**src/rtl/register_file_sb.sv**
```systemverilog
// Integer register file x0..x31 with two combinational read ports, same-cycle
// writeback bypass, and a single-bit pending-write scoreboard for hazard detection.
module register_file_sb #(
  parameter int WIDTH    = 32,
  parameter int NUM_REGS = 32
) (
  input  logic             clk,
  input  logic             rst,
  input  logic             wb_wr_en,
  input  logic [4:0]       wb_rd,
  input  logic [WIDTH-1:0] wb_data,
  input  logic [4:0]       rs1_addr,
  input  logic [4:0]       rs2_addr,
  output logic [WIDTH-1:0] rs1_data,
  output logic [WIDTH-1:0] rs2_data,
  input  logic             iss_valid,
  input  logic             iss_wr_en,
  input  logic [4:0]       iss_rd,
  output logic             rs1_busy,
  output logic             rs2_busy
);

  // x0 has no storage; it reads as zero and ignores writes.
  logic [WIDTH-1:0]    regs_q [1:NUM_REGS-1];
  logic [WIDTH-1:0]    regs_d [1:NUM_REGS-1];
  logic [NUM_REGS-1:0] busy_q;
  logic [NUM_REGS-1:0] busy_d;

  logic wb_hit;
  logic iss_hit;
  assign wb_hit  = wb_wr_en && (wb_rd != 5'd0);
  assign iss_hit = iss_valid && iss_wr_en && (iss_rd != 5'd0);

  assign busy_d[0] = 1'b0;

  generate
    for (genvar gi = 1; gi < NUM_REGS; gi++) begin : g_reg
      assign regs_d[gi] = (wb_hit && (wb_rd == 5'(gi))) ? wb_data : regs_q[gi];
      // Set wins over clear: the newly issued write is younger than the one retiring.
      assign busy_d[gi] = (iss_hit && (iss_rd == 5'(gi))) ||
                          (busy_q[gi] && !(wb_hit && (wb_rd == 5'(gi))));
    end
  endgenerate

  always_ff @(posedge clk or posedge rst) begin
    if (rst) begin
      regs_q <= '{default: '0};
      busy_q <= '0;
    end else begin
      regs_q <= regs_d;
      busy_q <= busy_d;
    end
  end

  logic [WIDTH-1:0] rd1_val;
  logic [WIDTH-1:0] rd2_val;
  logic             byp1;
  logic             byp2;

  always_comb begin
    rd1_val = '0;
    rd2_val = '0;
    byp1    = wb_wr_en && (wb_rd == rs1_addr);
    byp2    = wb_wr_en && (wb_rd == rs2_addr);
    if (rs1_addr != 5'd0) begin
      rd1_val = byp1 ? wb_data : regs_q[rs1_addr];
    end
    if (rs2_addr != 5'd0) begin
      rd2_val = byp2 ? wb_data : regs_q[rs2_addr];
    end
  end

  // Outputs are forced to zero while reset is held, even if the WB bus is active.
  always_comb begin
    rs1_data = rst ? '0 : rd1_val;
    rs2_data = rst ? '0 : rd2_val;
    rs1_busy = !rst && busy_q[rs1_addr] && !byp1;
    rs2_busy = !rst && busy_q[rs2_addr] && !byp2;
  end

endmodule
```
**config.mk**
```make
export PLATFORM = sky130hd
export DESIGN_NAME = register_file_sb
export DESIGN_NICKNAME = d
export VERILOG_FILES = /design/src/rtl/register_file_sb.sv
export SDC_FILE = /design/constraint.sdc
export NUM_CORES = 2
export LEC_CHECK = 0
export ABC_CLOCK_PERIOD_IN_PS = 132400
export CAP_MARGIN = 20
export CORE_MARGIN = 2
export CORE_UTILIZATION = 40
export DETAILED_ROUTE_END_ITERATION = 6
export GPL_TIMING_DRIVEN = 0
export PLACE_DENSITY = 0.65
export REMOVE_ABC_BUFFERS = 1
export SETUP_SLACK_MARGIN = 0.4
export SLEW_MARGIN = 30
export SYNTH_ARGS = -nofsm -noshare
export SYNTH_HDL_FRONTEND = slang
export SYNTH_SLANG_ARGS = --single-unit
```
**constraint.sdc**
```tcl
create_clock -name clk -period 132.4 [get_ports clk]
set_input_delay 26.48 -clock clk [delete_from_list [all_inputs] [get_ports clk]]
set_output_delay 26.48 -clock clk [all_outputs]
set_load 0.01 [all_outputs]
```
Word-level counts from Yosys, hierarchy flattened
Cells that the tools add are included.
{ "classes": {"n_mux": 16, "order_cmp": 4, "n_reduce_logical": 171, "n_eq_ne": 64, "bitwise_logic": 2} }
{ "op_table": {"columns": ["cell", "count"], "rows": [
  ["$bmux 32 s5", 2],
  ["$mux 32", 10],
  ["$eq 5x5->1 const B", 32],
  ["$logic_and 1x1->1", 102],
  ["$eq 5x4->1 const B", 16],
  ["$eq 5x3->1 const B", 8],
  ["$logic_not 1->1", 34],
  ["$logic_or 1x1->1", 31],
  ["$eq 5x2->1 const B", 4],
  ["$reduce_bool 5->1", 4],
  ["$ge 6x6->1 const B", 2],
  ["$lt 5x6->1 const B", 2],
  ["$not 5->6", 2],
  ["$bmux 1 s5", 2],
  ["$eq 5x1->1 const B", 2],
  ["$eq 5x5->1", 2],
  ["$mux 1", 2]
]} }
{ "totals": {"register_bits": 1023, "in_bits": 57, "wordCells": 289, "output_inout_bits": 66} }

Depth between registers and ports, before layout
{ "depth": {"depth_word": 7, "depth_mapped": 11, "ltp_nobuf": 6} }

Worst setup path after synthesis
No wires, ideal clock.
{ "synth_timing": {"path_kind": "input to output", "startpoint": "in rst", "endpoint": "out rs1_data[10]", "n_path_buf": 0, "stages": 3, "t_arrival_ns": 52.896, "required_ns": 105.920, "path_slack_ns": 53.024, "cell_sequence": "inv_1 > nand3_1 > o22ai_1"} }
{ "synth_via": {"elab_chain_cells": 1} }
{ "synth_lines": {"columns": ["item", "line", "text"], "rows": [
  ["from (decl)", "8", "input logic rst,"],
  ["$mux 32", "75", "rs1_data = rst ? '0 : rd1_val;"],
  ["to (decl)", "14", "output logic [WIDTH-1:0] rs1_data,"]
]} }
No other way between the ends.

Final worst setup path
{ "layout_timing": {"startpoint": "in wb_rd[1]", "endpoint": "out rs1_data[18]"} }
{ "layout_via": {"elab_chain_cells": 5} }
{ "layout_lines": {"columns": ["item", "line", "text"], "rows": [
  ["from (decl)", "10", "input logic [4:0] wb_rd,"],
  ["$eq 5x5->1", "63", "byp1 = wb_wr_en && (wb_rd == rs1_addr);"],
  ["$logic_and 1x1->1", "63", null],
  ["$mux 32", "66", "rd1_val = byp1 ? wb_data : regs_q[rs1_addr];"],
  ["$mux 32", "65", "if (rs1_addr != 5'd0) begin"],
  ["$mux 32", "75", null]
]} }
No other way between the ends.

==> impl_metrics.toml <==
[floorplan]
floorplan.initialDensity = 0.402
core_area_sq_um = 137000
die_width_microns = 376
die_area_sq_um = 141000
boundaryPins = 123
num_rows = 136
die_height_microns = 376

[critical_path]
cp.required_ps = 105920
critPathCapture = "rs1_data[18]"
cp_slowest_stage_delay_ps = 940
critical_path.cell_chain = "clkdlybuf4s50_1 > xor2_1 > nor4_1 > and3_2 > nor2_4 > o311a_1 > nor3_1 > clkdlybuf4s50_1"
worstSetupPathDepth = 8
cpMaxStageDelayCell = "sky130_fd_sc_hd__clkdlybuf4s50_1"
timing_worst_setup_path_type = "in -> out"
cp.arrival_ps = 30800
cp_common_cell = "sky130_fd_sc_hd__clkdlybuf4s50_1"
r2r.worst_path.cells = 1
cp_top_family = "simple AND/OR/NAND/NOR gates"
start_kind = "input pin"
critPathMaxFanout = 13
crit-reg2reg-capture = "regs_q[573]"
worst_r2r_startpoint = "regs_q[573]"
worstSetupEndpointType = "primary output"
cp-startpoint = "wb_rd[1]"
worst-path-buf-inv = 2
ff2ff_setup_slack_ps = 131580

[pwr]
power.density_nw_per_um2 = 14.5
combinationalPowerShare = 0.210
total_power_mw = 0.924
pwr-share-seq = 0.452
power_report.internal_total_mw = 0.674
netSwitchingFraction = 0.271
leakagePower_nw = 26.9
netSwitchingPower_mw = 0.250
vdd.ir_drop.worst_v = 0.0000102
clock_power_share = 0.338

[placement]
io_buffer_count = 122
hpwlAfterDp_microns = 117000
dpl_worst_slack_ps = 75330
finalWeightedCongestion = 0.784

[global_route]
grt_max_degree = 91
gr-max-usage-layer = "met2"
first_global_vias = 37500
grt.met3_usage = 0.0561
grt_use_met2 = 0.376
grt_antenna_before_repair = 12
gr-usage-all-layers = 0.253
globalRouteMet1Util = 0.354
grt_first_pass_wirelength_microns = 262000
grt.overflow.total = 0

[timing]
grt_setup_unrepaired = "no"
final_min_period_over_clock_period = 0.433
layout_setup_ws_ps = 75120
final.setup.tns_ps = 0
final_max_slew_viol_count = 0
timing.max_slew.rel_slack = 0.286
setup_violations = 0
final-hold-violation-count = 0
period_minus_slack_ps = 57280
measured_slew_at_the_worst_slew_check_pin_ps = 1070
finClkSkew_ps = 0
max_clock_freq_ghz = 0.0175

[drt]
count_of_tritonroute_iterations_in_the_first_routing_pass = 6
finalWirelength_microns = 179000
detail_route.drc_violations = 0
wl_per_cell_microns = 31.6
detail_route.vias_per_cell = 6.52
dr.first_iter.drc_count = 3731
vias = 37000
drt.antenna.violating_nets = 0

[clocking]
worstSkewPairLatency_ps = 730
cts_tree = "yes"
htreeDepth = 3
postCtsResizedCells = 0
cts_made_buffers = 107
clk_pin_slew_ps = 60
ctsRootBufferMaster = "sky130_fd_sc_hd__clkbuf_16"
cts_setup_buffers = 0
holdBufCountCts = 0
cts_num_sinks = 1023
ctsLongestPathBuffers = 3

[synth]
ys_warn_count = 0
yosysTopAreaCell = "sky130_fd_sc_hd__dfrtp_1"
netlist-cell-type-count = 57
number_of_enable_type_register_cells_in_the_synthesized_netlist = 0
netlist.area_leader.share = 0.463
yosysSeqAreaShare = 0.463
ys_ff_latch = 1023
synthCells = 3813
synth.avg_cell_area_sq_um = 14.5
synth_area_sq_um = 55300
synth-async-reset-ratio = 1.00
ys_dominant_reg_cell = "sky130_fd_sc_hd__dfrtp_1"
synth_top_cells_by_area = "sky130_fd_sc_hd__dfrtp_1 (46%), sky130_fd_sc_hd__mux2_2 (21%), sky130_fd_sc_hd__mux4_2 (19%)"

[run_status]
run_status = "finished, final reports clean"

[cells_and_area]
areaGrowthSynthToFinish_pct = 15.6
drive_above_1_share = 0.504
design.final.nets = 3846
share_of_the_core_filled_with_cells = 0.465

[job]
cap_viol_max_count = 0

[hold_path]
hold_path_class = "reg -> reg"
==> how the worst min path moves through the flow <==
| stage | startpoint | end | slack (ps) | cells past startpoint |
|---|---|---|---|---|
| 2_1_floorplan | regs_q[445] | regs_q[445] | 460 | 2 |
| 3_3_place_gp | regs_q[509] | regs_q[509] | 480 | 2 |
| 3_5_place_dp | regs_q[829] | regs_q[829] | 490 | 2 |
| 4_1_cts | regs_q[829] | regs_q[829] | 510 | 2 |
| 5_1_grt | busy_q[20] | busy_q[20] | 520 | 2 |
| 6_report | regs_q[253] | regs_q[253] | 510 | 2 |
==> kinds of logic after synthesis <==
family | count (synthesis) | synth area share
and+or+nand+nor | 313 | 0.0269
AOI/OAI and AO/OA | 466 | 0.0592
xor gates and xnor gates | 10 | 0.00158
muxes | 1565 | 0.413
DFF | 1023 | 0.463
buffers and inverters | 436 | 0.0362
==> layout by cell type (no fill, tap or decap), drive strengths merged, types with 8 or more instances in the layout <==
master and count:
buf 200, nand2b 10, mux2i 47, clkinv 18, a221o 10, a22o 31, nand2 87, a22oi 33
a31oi 33, o21a 14, a221oi 99, nor3 49, a21oi 44, nand3 20, clkbuf 162, mux4 457
nor2 87, inv 25, dfrtp 1023, bufinv 8, o22ai 48, nor2b 18, o21ai 108, a32o 14
clkdlybuf4s50 81, mux2 1061, a32oi 13
==> stage by stage <==
stage          hold slack (ps)  area (sq um)  cells
3_3_place_gp               479         56800   5315
4_1_cts                    507         63900   5669
3_5_place_dp               495         60300   5474
5_1_grt                    521         63900   5670
2_1_floorplan              461         53300   3399
6_report                   506         63900   5675
==> metal layers <==
layer / part of all wire / up-vias
li1: - / 14800
met1: 0.42 / 19900
met2: 0.45 / 1788
met3: 0.090 / 444
met4: 0.047 / 14
met5: 0.00038 / -
==> power groups by stage <==
| stage | Clock [mW] | Combinational, mW | Sequential [mW] |
|---|---|---|---|
| 6_report | 0.312 | 0.194 | 0.418 |
| 2_1_floorplan | 0 | 0.139 | 0.409 |
| 3_3_place_gp | 0 | 0.208 | 0.419 |
| 4_1_cts | 0.317 | 0.194 | 0.416 |
| 3_5_place_dp | 0 | 0.194 | 0.421 |
| 5_1_grt | 0.329 | 0.207 | 0.426 |
==> sequential cells by signal, summed over array words and instances, names as in the netlist <==
name    cells
busy_q     31
regs_q    992
==> worst min-delay path: stages, from the launching register on <==
cell and delay (ps):
sky130_fd_sc_hd__dfrtp_1 360, sky130_fd_sc_hd__nand2_1 50, sky130_fd_sc_hd__o21ai_0 60
==> final cells by class <==
type                            count  area [sq um]
Sequential cell                  1023         25600
Fill cell                       11600         73400
Tap cell                         1794          2240
Clock inverter                     33           413
Antenna cell                        6          15.0
Inverter                           22          92.6
Multi-Input combinational cell   2354         28000
Timing Repair Buffer              281          4310
Clock buffer                      162          3200
==> synthesized netlist by cell type, drive strengths merged, types with 6 or more instances <==
cell,number
o21a,14
a221o,10
a22oi,33
a31oi,33
nand3,20
mux4,457
nor3,49
o22ai,48
dfrtp,1023
nor4,7
a22o,31
nor2b,18
a21oi,44
a32oi,13
inv,22
mux2i,47
nor2,87
nor3b,6
nand4,7
nand2,87
and2,7
buf,181
mux2,1061
xor2,6
a32o,14
nand2b,10
clkbuf,232
o21ai,108
a221oi,99
(Power assumes the default switching activity.)
